[src/rtl/load_store_unit.sv]
// load_store_unit: load/store stage with byte/half/word lane steering, load extension and a bus timeout
module load_store_unit #(
  parameter int TIMEOUT = 16
) (
  input  logic        clk,
  input  logic        rst_n,
  input  logic        MemReq,
  input  logic        MemWrite,
  input  logic [2:0]  Funct3,
  input  logic [31:0] ALUResult,
  input  logic [31:0] WriteData,
  output logic [31:0] ReadData,
  output logic        Stall,
  output logic        AccessErr,
  output logic        BusErr,
  output logic        dmem_valid,
  input  logic        dmem_ready,
  output logic        dmem_we,
  output logic [31:0] dmem_addr,
  output logic [31:0] dmem_wdata,
  output logic [3:0]  dmem_wstrb,
  input  logic        dmem_rvalid,
  input  logic [31:0] dmem_rdata
);
  // one spare count so a load accepted on the last cycle cannot wrap the counter
  localparam int CW = $clog2(TIMEOUT + 1);
  typedef enum logic [1:0] {IDLE, REQ, WAIT_RD, DONE} state_t;
  state_t state;
  logic [CW-1:0] cnt;
  logic [1:0] off;
  logic [2:0] f3;
  logic legal, expired;
  logic [3:0] strb_n;
  logic [31:0] wdata_n, lane, ext;
  always_comb begin
    legal = (Funct3 == 3'b000 || (Funct3 == 3'b100 && !MemWrite)) ? 1'b1 :
            (Funct3 == 3'b001 || (Funct3 == 3'b101 && !MemWrite)) ? !ALUResult[0] :
            (Funct3 == 3'b010) ? ALUResult[1:0] == 2'b00 : 1'b0;
    strb_n = Funct3[1] ? 4'b1111 : Funct3[0] ? (ALUResult[1] ? 4'b1100 : 4'b0011) : 4'b0001 << ALUResult[1:0];
    wdata_n = Funct3[1] ? WriteData : Funct3[0] ? {2{WriteData[15:0]}} : {4{WriteData[7:0]}};
    lane = dmem_rdata >> {off, 3'b000};
    ext = f3[1] ? lane : f3[0] ? {{16{!f3[2] && lane[15]}}, lane[15:0]} : {{24{!f3[2] && lane[7]}}, lane[7:0]};
    expired = cnt >= CW'(TIMEOUT - 1);
    Stall = state == IDLE ? (MemReq && legal) : (state != DONE);
    AccessErr = state == IDLE && MemReq && !legal;
  end
  always_ff @(posedge clk) begin
    if (!rst_n) begin
      state      <= IDLE;
      cnt        <= '0;
      off        <= '0;
      f3         <= '0;
      ReadData   <= '0;
      BusErr     <= 1'b0;
      dmem_valid <= 1'b0;
      dmem_we    <= 1'b0;
      dmem_addr  <= '0;
      dmem_wdata <= '0;
      dmem_wstrb <= '0;
    end else begin
      case (state)
        IDLE: if (MemReq && legal) begin
          state      <= REQ;
          cnt        <= '0;
          off        <= ALUResult[1:0];
          f3         <= Funct3;
          dmem_valid <= 1'b1;
          dmem_we    <= MemWrite;
          dmem_addr  <= {ALUResult[31:2], 2'b00};
          dmem_wdata <= wdata_n;
          dmem_wstrb <= MemWrite ? strb_n : 4'b0000;
        end
        REQ: begin
          cnt <= cnt + CW'(1);
          if (dmem_ready) begin
            dmem_valid <= 1'b0;
            state      <= dmem_we ? DONE : WAIT_RD;
          end else if (expired) begin
            dmem_valid <= 1'b0;
            state      <= DONE;
            BusErr     <= 1'b1;
            ReadData   <= '0;
          end
        end
        WAIT_RD: begin
          cnt <= cnt + CW'(1);
          if (dmem_rvalid) begin
            ReadData <= ext;
            state    <= DONE;
          end else if (expired) begin
            state    <= DONE;
            BusErr   <= 1'b1;
            ReadData <= '0;
          end
        end
        DONE: begin
          state  <= IDLE;
          BusErr <= 1'b0;
        end
        default: state <= IDLE;
      endcase
    end
  end
endmodule

[config.mk]
export PLATFORM = sky130hd
export DESIGN_NAME = load_store_unit
export DESIGN_NICKNAME = d
export VERILOG_FILES = /design/src/rtl/load_store_unit.sv
export SDC_FILE = /design/constraint.sdc
export NUM_CORES = 1
export LEC_CHECK = 0
export CAP_MARGIN = 20
export CORE_AREA = 10 10 149 96
export DETAILED_ROUTE_END_ITERATION = 6
export DIE_AREA = 0 0 159 106
export PLACE_DENSITY = 0.85
export SKIP_CTS_REPAIR_TIMING = 1
export SYNTH_ARGS = -nofsm -noshare
export SYNTH_HDL_FRONTEND = slang
export SYNTH_SLANG_ARGS = --single-unit
[constraint.sdc]
create_clock -name clk -period 4.65 [get_ports clk]
set_input_delay 0.93 -clock clk [delete_from_list [all_inputs] [get_ports clk]]
set_output_delay 0.93 -clock clk [all_outputs]
set_load 0.02 [all_outputs]
Word-level counts from Yosys, hierarchy flattened
Index checks and enable logic that the tools add are counted.

storage, ports and cells
  register bits = 113
  input port bits = 105
  output and inout port bits = 105
  logic and storage cells = 85

cells by class
  shifts and indexed selects = 2
  magnitude comparators = 1
  add/sub/neg operators = 1
  reduce and logical (&&, ||, !) cells = 26
  mux-type cells = 32
  equality and inequality tests = 12

operator list
  cell                                                                    number
  32-bit 2-to-1 mux                                                       7
  32-bit case mux with 2 select lines                                     1
  32-bit by 5-bit right shift with 32-bit output                          1
  4-bit 2-to-1 mux                                                        4
  1-bit 2-to-1 mux                                                        11
  5-bit case mux with 2 select lines                                      1
  2-bit 2-to-1 mux                                                        4
  2-bit case mux with 4 select lines                                      1
  1-bit logical AND                                                       7
  3-bit == test (second input constant)                                   2
  2-bit inequality test (second input constant)                           3
  2-bit AND reduction                                                     3
  3-bit AND reduction                                                     2
  2-bit nonzero test                                                      3
  5-bit by 1-bit adder with 5-bit output (second input constant)          1
  5-bit by 4-bit >= comparator with 1-bit output (second input constant)  1
  5-bit 2-to-1 mux                                                        1
  2-bit == test (second input constant)                                   2
  1-bit zero test                                                         4
  2-bit zero test                                                         2
  1-bit by 2-bit left shift with 4-bit output (first input constant)      1
  3-bit by 1-bit == test with 1-bit output (second input constant)        1
  3-bit by 2-bit == test with 1-bit output (second input constant)        1
  3-bit zero test                                                         1
  8 further kinds                                                         9

Logic depth before layout (Yosys ltp)
Gate-level depths: netlist of the first run.

  depth after elaboration = 8
  mapped depth = 8
  depth with buffers taken out = 6

Worst setup path after synthesis of the first run
Ideal clock, no wire load.

  path kind = in2out
  start = input port Funct3[0]
  end = output port Stall
  arrival = 2.324 ns
  stages = 6
  required time = 3.720 ns
  path slack = 1.396 ns
  path through = or4_1 -> buf_2 -> a21o_1 -> clkbuf_1 -> clkbuf_1 -> o21ai_0

between the ends
  cells in the longest elaborated chain, start to end = 7
  elaborated cells on any way between the ends = 14
  classes of those cells = eq/ne: 4; mux: 4; reduce/logical: 6

ends and longest elaborated chain
  what                   RTL line  text
  from (decl)            9         input logic [2:0] Funct3,
  3-bit == test          37        (Funct3 == 3'b001 || (Funct3 == 3'b101 && !MemWrite)) ? !ALUResult[0] :
  1-bit logical AND      37
  1-bit logical OR       37
  1-bit 2-to-1 mux       37
  1-bit 2-to-1 mux (*)   36        legal = (Funct3 == 3'b000 || (Funct3 == 3'b100 && !MemWrite)) ? 1'b1 :
  1-bit logical AND (*)  44        Stall = state == IDLE ? (MemReq && legal) : (state != DONE);
  1-bit 2-to-1 mux (*)   44
  to (decl)              13        output logic Stall,

Every way passes the cells marked *; elsewhere a longest branch is shown, timed or not.

Final worst setup path of the first run
  start = input port ALUResult[0]
  end = output port Stall

between the ends
  cells in the longest elaborated chain, start to end = 6
  elaborated cells on any way between the ends = 7
  classes of those cells = mux: 4; reduce/logical: 3

ends and longest elaborated chain
  what                   RTL line  text
  from (decl)            10        input logic [31:0] ALUResult,
  2-bit zero test        38        (Funct3 == 3'b010) ? ALUResult[1:0] == 2'b00 : 1'b0;
  1-bit 2-to-1 mux       38
  1-bit 2-to-1 mux (*)   37
  1-bit 2-to-1 mux (*)   36
  1-bit logical AND (*)  44
  1-bit 2-to-1 mux (*)   44

Marked as above.

==> results of run 1 <==
[power groups by stage]
stage	sequential [W]	clock, W	combinational, W
final	0.00110	0.00136	0.000776
after detailed placement	0.00111	0	0.000766
after floorplan	0.00118	0	0.000355
after global routing	0.00111	0.00142	0.000839
after global placement	0.00111	0	0.000747
after CTS	0.00110	0.00138	0.000771
[cell families after synthesis]
group / Yosys count / share of synthesized area (%)
AOI/OAI and AO/OA: 180 / 25.3
adders and majority gates: 7 / 1.62
buffers and inverters: 58 / 4.60
DFF: 113 / 41.8
muxes: 41 / 7.81
other: 1 / 0.0693
and+or+nand+nor: 238 / 18.8
[state kept, by name, indices dropped and copies added (netlist names)]
signal and flops:
ReadData 32, dmem_wdata 32, dmem_addr 30, cnt 5, dmem_wstrb 4, f3 3
off 2, state 2, BusErr 1, dmem_valid 1, dmem_we 1
[per-layer routing]
metal  vias up  wire [um]  track usage [%]
met5         -          0                0
met1      2517       8050             25.8
met4         0        188             4.81
met2       221       8280             33.1
met3        13       1950             9.75
li1       2611          -                -
[cells in the mapped netlist, types with 4 or more instances]
cell type and count:
inv_1 7, a21oi_1 11, buf_2 16, nand4_1 4, nand2b_1 8, ha_1 7
o211a_1 17, o2bb2ai_1 22, o21ai_0 30, nand3_1 22, nor3_1 9, mux2i_1 40
a22o_1 5, buf_1 4, a211oi_1 8, a21boi_0 61, dfxtp_1 113, clkbuf_1 28
nand2_1 159, nor2_1 20
[worst max-delay path by stage]
stage | startpoint | endpoint | slack, ns | depth (start not counted)
6_report | ALUResult[0] | Stall | 0.58 | 5
5_1_grt | ALUResult[0] | Stall | 0.52 | 5
4_1_cts | ALUResult[0] | Stall | 0.59 | 5
3_5_place_dp | ALUResult[0] | Stall | 0.59 | 5
3_3_place_gp | ALUResult[0] | Stall | 0.62 | 5
2_1_floorplan | Funct3[0] | Stall | 1.40 | 6
[through the flow]
step | hold WS [ns] | area (um^2) | total power (W) | util, %
after floorplan | 0.472 | 5420 | 0.00154 | -
after global placement | 0.440 | 7550 | 0.00186 | 64.7
after detailed placement | 0.448 | 7550 | 0.00188 | 64.7
after CTS | 0.464 | 8170 | 0.00325 | 70.0
after global routing | 0.483 | 8180 | 0.00337 | 70.1
final | 0.464 | 8180 | 0.00323 | 70.1
[worst reg2reg max path: stages, from the launching register on]
cell	delay [ns]
dfxtp_1	0.35
ha_1	0.22
and3_1	0.18
ha_1	0.22
a2111oi_4	0.51
o21a_1	0.81
a22o_1	0.26
[layout make-up]
class	instances	area, um^2
inverter	7	26.3
clock buffer	20	457
fill	889	3490
tap	165	206
sequential	113	2260
clock inverter	11	161
multi-input combinational	468	2920
timing repair buffer	216	2150
==> summary.txt, run 1 <==
Placement
  • Placed cells: 968
  • Post-DP HPWL: 13600 um
  • Worst slack, placed: 0.588 ns
  • Routability cong.: 0.930
  • IO buf count: 207

Synthesis
  • Number of synthesized flops with an enable pin: 0
  • Cell variety after synth: 51
  • Area leader, netlist: dfxtp_1
  • Netlist Area Pre-Place: 5410 um^2
  • Syn. warnings: 0
  • Asr flop ratio synth: 0%
  • Primary FF master, synth: dfxtp_1
  • Synth Register Bits: 113
  • Synth top area share: 41.8%
  • Cells after synthesis: 638
  • Avg Synthesized Cell Area: 8.49 um^2
  • Register area share after synthesis: 41.8%
  • Largest cells by area after synthesis: dfxtp_1 (42%), nand2_1 (11%), a21boi_0 (8.5%)

Clock tree
  • Inserted Clock Buffers: 17
  • Sink Count: 113
  • TritonCTS clock tree: built
  • CTS max path bufs: 2
  • Clk_lat worst skew: 0.40 ns
  • H-tree depth: 4
  • Clk slew on worst S/H paths: 0.05 ns
  • Root Buffer: clkbuf_16

Timing
  • Setup ws final: 0.584 ns
  • RSZ-0062 raised after global routing: no
  • Final hold viol count: 0
  • Fmax: 0.246 GHz
  • Period minus WS final: 4.07 ns
  • Tcrit/Tclk final: 87.4%
  • Relative slew slack: 35.1%
  • Setup violators final: 0
  • Final count of pins violating max slew: 0
  • Tightest Pin Transition: 0.973 ns
  • Skew final: 0.0127 ns
  • Setup TNS: 0 ns

Global routing
  • Largest net degree at the start of global routing: 66
  • GRT Total Usage: 21.0%
  • GR Overflow Total: 0
  • First-pass GRT wire length: 29100 um
  • Number of global-route vias before repair: 5398
  • Initial antenna violation count: 0

Routing
  • Post-route DRC: 0
  • Wire length per cell: 18.5 um
  • Via-to-Cell Ratio: 5.36
  • Vias: 5362
  • Drt pass-1 iters: 5
  • Routed Wire Length: 18500 um
  • Post-route antenna net violation count: 0
  • DR iter-0 viols: 416

Hold path
  • Hold Path Class: reg -> reg
  • Hold path cells: 2
  • WHS Endpoint: dmem_wstrb[2]$_SDFFE_PN0P_
  • Hold path start: dmem_wstrb[2]$_SDFFE_PN0P_

Power and ir drop
  • PD cells: 395 nW/um^2
  • Combinational Power Share: 24.0%
  • Sw Ratio: 28.5%
  • Leakage power: 3.09 nW
  • Power share of the sequential group: 33.9%
  • Internal power: 0.00231 W
  • Max VDD drop: 0.301 mV
  • Switching power total: 0.000920 W
  • Clock power share: 42.1%

Die
  • # IOs: 210
  • Die width: 159 um
  • Die Area: 16900 um^2
  • Initial Util: 46.4%
  • Core ar.: 11700 um^2
  • Chip Height: 106 um
  • Site row count: 31

Layout
  • Commonest non-fill, non-tap cells in the layout: clkdlybuf4s50_1 (206), nand2_1 (159), dfxtp_1 (113)
  • Ant. Diodes: 0
  • Ratio of cells with drive above 1 in the final layout: 5.87%
  • Nets: 935
  • Commonest non-fill, non-tap cell in the layout: clkdlybuf4s50_1
  • Synth-to-Final Area Change: 51.1%
  • Non-Filler Instances: 1000

Critical path
  • Crit. End Element: output pin
  • Worst r2r path cells: 6
  • CP bufs+invs: 2
  • Launch point of the worst reg-to-reg path: cnt[0]$_SDFFE_PN0P_
  • Slowest stage delay, CP: 0.68 ns
  • Slowest CP cell: or4_1
  • Worst endpoint required time: 3.72 ns
  • RR Endpoint: ReadData[14]$_SDFFE_PN0P_
  • Cell repeated most along the worst path: clkdlybuf4s50_1
  • Crit path max fanout: 5
  • CP startpoint kind: input pin
  • CP Cell Sequence: clkdlybuf4s50_1 > or4_1 > a21o_2 > o21ai_0 > clkdlybuf4s50_1
  • Arr. time, crit path: 3.14 ns
  • CP Class: in -> out
  • R2R Setup Slk: 2.06 ns
  • CP delay by family, top: buffers and inverters

Flow run
  • Max_cap viols: 0

Status
  • Status: complete, no violations
Power figures use the tool's default switching activity.
==> run 2: changes to the inputs <==
- CORE_AREA: 10 10 149 96 -> 10 10 134 87
- DIE_AREA: 0 0 159 106 -> 0 0 144 97
- DONT_BUFFER_PORTS: unset -> 1
- PLACE_DENSITY: 0.85 -> 0.75
- SKIP_LAST_GASP: unset -> 1
==> summary.txt, run 2 (synthesis results as in run 1) <==
Die
  • Die Area: 14000 um^2
  • Core ar.: 9090 um^2
  • Chip Height: 97 um
  • Site row count: 27
  • Initial Util: 59.6%
  • Die width: 144 um
  • # IOs: 210

Layout
  • Ant. Diodes: 0
  • Commonest non-fill, non-tap cells in the layout: nand2_1 (159), dfxtp_1 (113), a21boi_0 (61)
  • Ratio of cells with drive above 1 in the final layout: 7.03%
  • Nets: 725
  • Commonest non-fill, non-tap cell in the layout: nand2_1
  • Leading registers by flop count: ReadData: 32 flops, dmem_wdata: 32 flops, dmem_addr: 30 flops
  • Synth-to-Final Area Change: 10.7%

Clock tree
  • TritonCTS clock tree: built
  • Inserted Clock Buffers: 17
  • Root Buffer: clkbuf_16
  • CTS max path bufs: 2
  • H-tree depth: 4
  • Clk_lat worst skew: 0.41 ns
  • Sink Count: 113
  • Clk slew on worst S/H paths: 0.05 ns

Timing
  • Setup violators final: 0
  • Final hold viol count: 0
  • Hold_ws: 0.523 ns
  • Relative slew slack: 28.7%
  • RSZ-0062 raised after global routing: no
  • Tightest Pin Transition: 1.07 ns
  • Tcrit/Tclk final: 69.4%
  • Setup TNS: 0 ns
  • Fmax: 0.310 GHz
  • Final count of pins violating max slew: 0
  • Period minus WS final: 3.23 ns
  • Skew final: 0.0102 ns

Power and ir drop
  • Leakage power: 2.30 nW
  • Max VDD drop: 0.298 mV
  • PD cells: 487 nW/um^2

Placement
  • Routability cong.: 0.909
  • Post-DP HPWL: 12100 um
  • IO buf count: 0

Status
  • Status: complete, no violations

Critical path
  • CP delay by family, top: simple AND/OR/NAND/NOR gates
  • Arr. time, crit path: 2.30 ns
  • Worst endpoint required time: 3.72 ns
  • Slowest CP cell: or4_1
  • CP Class: in -> out
  • CP bufs+invs: 0
  • Crit path max fanout: 22
  • Slowest stage delay, CP: 0.68 ns
  • Crit. End Element: output pin
  • CP Cell Sequence: or4_1 > a21o_2 > o21ai_0
  • CP startpoint kind: input pin

Routing
  • Post-route antenna net violation count: 0
  • Vias: 4538
  • Post-route DRC: 0
  • DR iter-0 viols: 396
  • Via-to-Cell Ratio: 6.12
  • Routed Wire Length: 16200 um
  • Drt pass-1 iters: 5
  • Wire length per cell: 21.8 um

Global routing
  • Number of global-route vias before repair: 4414
  • Largest net degree at the start of global routing: 97
  • GRT Total Usage: 22.3%
  • Initial antenna violation count: 0
  • GR Overflow Total: 0
  • First-pass GRT wire length: 24700 um

Flow run
  • Max_cap viols: 0

Hold path
  • Hold Path Class: reg -> reg
run 2: cell types whose count changed in the layout (fill, tap and decap cells not counted), sizes merged:
cell,delta
buf,-3
clkinv,-1
clkbuf,+1
clkinvlp,+1
bufinv,-1
clkdlybuf4s50,-206
run 2: final timing paths:
kind / startpoint / to / slack, ns / depth (start not counted)
setup reg to reg: state[1]$_SDFFE_PN0P_ / ReadData[10]$_SDFFE_PN0P_ / 2.00 / 6
hold / removal: cnt[3]$_SDFFE_PN0P_ / cnt[3]$_SDFFE_PN0P_ / 0.52 / 2
hold reg to reg: cnt[3]$_SDFFE_PN0P_ / cnt[3]$_SDFFE_PN0P_ / 0.52 / 2
setup / recovery: Funct3[0] / Stall / 1.42 / 3
run 2: report_power, final:
part / internal [W] / switching (W) / leakage, nW
Combinational: 0.000160 / 0.000255 / 1.09
Clock: 0.000867 / 0.000443 / 0.290
Sequential: 0.00104 / 0.000151 / 0.917
run 2: final cells by class:
class                           count  area [um^2]
Multi-Input combinational cell    468         2920
Timing Repair Buffer                6         45.0
Clock inverter                     10          134
Fill cell                         741         3100
Tap cell                          116          145
Inverter                            7         26.3
Sequential cell                   113         2260
Clock buffer                       22          464
run 2: worst register-to-register path, delay by kind of cell, from the launching register on:
family / cells / cell delay (ns)
DFF: 1 / 0.38
adders and majority gates: 1 / 0.28
and+or+nand+nor: 2 / 0.87
AOI/OAI and AO/OA: 2 / 0.96
buffers and inverters: 1 / 0.10
run 2: layer usage:
metal / share of wire (%) / global-route usage [%] / vias to the layer above
li1: - / - / 2189
met1: 39 / 26.1 / 2089
met2: 44 / 33.0 / 224
met3: 14 / 12.5 / 36
met4: 2.4 / 8.84 / 0
met5: 0 / 0 / -
run 2: metrics by stage:
step | cells | area (um^2) | worst slack, ns | utilization [%] | total power, W
2_1_floorplan | 639 | 5420 | 1.40 | - | 0.00154
3_3_place_gp | 710 | 5390 | 1.45 | 59.4 | 0.00160
3_5_place_dp | 710 | 5390 | 1.40 | 59.4 | 0.00162
4_1_cts | 742 | 5990 | 1.42 | 65.9 | 0.00293
5_1_grt | 742 | 5990 | 1.38 | 65.9 | 0.00304
6_report | 742 | 5990 | 1.42 | 65.9 | 0.00292
==> run 3: changes to the inputs <==
- CORE_AREA: 10 10 134 87 -> 10 10 137 89
- DIE_AREA: 0 0 144 97 -> 0 0 147 99
- PLACE_DENSITY: 0.75 -> 0.74
- clock period: 4.65 -> 2.6 ns (I/O delays scaled with it)
==> summary.txt, run 3 (synthesis results as in run 1) <==
Status
  • Status: complete, no violations

Timing
  • Relative slew slack: 57.1%
  • Tcrit/Tclk final: 89.4%
  • Skew final: 0.0112 ns
  • Final hold viol count: 0
  • Final count of pins violating max slew: 0
  • RSZ-0062 raised after global routing: no
  • Period minus WS final: 2.32 ns
  • Tightest Pin Transition: 0.642 ns
  • Fmax: 0.430 GHz
  • Setup TNS: 0 ns
  • Setup violators final: 0

Hold path
  • Hold path cells: 1
  • Hold Path Class: in -> reg

Critical path
  • CP Cell Sequence: inv_1 > ha_1 > nand2_1 > a21o_2 > o21ai_0 > buf_4
  • Slowest stage delay, CP: 0.35 ns
  • CP startpoint kind: flop
  • Arr. time, crit path: 1.80 ns
  • Worst endpoint required time: 2.08 ns
  • Slowest CP cell: dfxtp_1
  • CP delay by family, top: flip-flops
  • Crit. End Element: output pin
  • CP Class: reg -> out
  • Critical path depth: 6
  • CP bufs+invs: 2
  • Worst r2r path cells: 7
  • Crit path max fanout: 7

Placement
  • Placed cells: 734
  • Post-DP HPWL: 11900 um
  • IO buf count: 0
  • Routability cong.: 0.910

Die
  • Die Area: 14600 um^2
  • Site row count: 28
  • Initial Util: 56.2%
  • # IOs: 210
  • Chip Height: 99 um
  • Core ar.: 9630 um^2
  • Die width: 147 um

Routing
  • DR iter-0 viols: 353
  • Routed Wire Length: 15900 um
  • Via-to-Cell Ratio: 5.87
  • Drt pass-1 iters: 5
  • Post-route DRC: 0
  • Post-route antenna net violation count: 0
  • Vias: 4500
  • Wire length per cell: 20.7 um

Power and ir drop
  • Max VDD drop: 0.507 mV
  • Leakage power: 2.33 nW
  • PD cells: 853 nW/um^2
  • Final Power: 0.00517 W

Layout
  • Layout fillers: 804
  • Fin util: 62.9%
  • Ratio of cells with drive above 1 in the final layout: 7.92%
  • Synth-to-Final Area Change: 12.0%
  • Commonest non-fill, non-tap cell in the layout: nand2_1
  • Commonest non-fill, non-tap cells in the layout: nand2_1 (159), dfxtp_1 (113), a21boi_0 (61)
  • Ant. Diodes: 0
  • Non-Filler Instances: 766
  • Nets: 730
  • Leading registers by flop count: ReadData: 32 flops, dmem_wdata: 32 flops, dmem_addr: 30 flops

Global routing
  • Number of global-route vias before repair: 4301
  • First-pass GRT wire length: 24300 um
  • Initial antenna violation count: 0
  • GRT Total Usage: 20.8%
  • Largest net degree at the start of global routing: 97
  • GR Overflow Total: 0

Clock tree
  • TritonCTS clock tree: built
  • Inserted Clock Buffers: 17
  • CTS max path bufs: 2
  • Root Buffer: clkbuf_16
  • Clk slew on worst S/H paths: 0.05 ns
  • Sink Count: 113
  • H-tree depth: 4
  • Clk_lat worst skew: 0.41 ns

Flow run
  • Max_cap viols: 0
==> run 3: cell types whose count changed in the layout (fill, tap and decap cells not counted) <==
cell	before	now
bufinv_16	3	2
buf_4	6	9
clkbuf_8	2	3
clkinv_2	4	5
clkbuf_1	3	2
buf_12	0	2
==> run 3: final timing paths <==
| path | from | end | slack, ns |
|---|---|---|---|
| setup / recovery | state[0]$_SDFFE_PN0P_ | Stall | 0.28 |
| hold reg to reg | cnt[1]$_SDFFE_PN0P_ | cnt[1]$_SDFFE_PN0P_ | 0.52 |
| setup reg to reg | cnt[0]$_SDFFE_PN0P_ | ReadData[23]$_SDFFE_PN0P_ | 0.39 |
| hold / removal | rst_n | dmem_valid$_SDFFE_PN0P_ | 0.25 |
==> run 3: routing by layer <==
| metal | GRT usage [%] | vias to the layer above | routed length (um) |
|---|---|---|---|
| met5 | 0 | - | 0 |
| met4 | 7.36 | 0 | 308 |
| met3 | 11.6 | 26 | 2140 |
| met2 | 30.6 | 212 | 6940 |
| met1 | 25.0 | 2065 | 6480 |
| li1 | - | 2197 | - |
==> run 3: report_power, final <==
group / internal (W) / total [W] / leakage (nW) / switching [W]
Combinational: 0.000308 / 0.000774 / 1.12 / 0.000466
Sequential: 0.00187 / 0.00213 / 0.917 / 0.000264
Clock: 0.00148 / 0.00227 / 0.286 / 0.000790
Total: 0.00365 / 0.00517 / 2.33 / 0.00152
==> run 3: cell type report <==
type,count,area (um^2),area share (%)
Tap cell,135,169,2.79
Timing Repair Buffer,11,108,1.77
Multi-Input combinational cell,468,2920,48.1
Inverter,7,26.3,0.433
Clock inverter,10,109,1.80
Clock buffer,22,474,7.82
Sequential cell,113,2260,37.3
==> run 3: per-stage QoR <==
stage | hold WS (ns) | area [um^2] | worst slack [ns]
6_report | 0.250 | 6060 | 0.276
5_1_grt | 0.234 | 6060 | 0.162
4_1_cts | 0.247 | 6060 | 0.267
3_5_place_dp | 0.508 | 5480 | 0.340
3_3_place_gp | 0.484 | 5480 | 0.363
2_1_floorplan | 0.472 | 5420 | 0.166
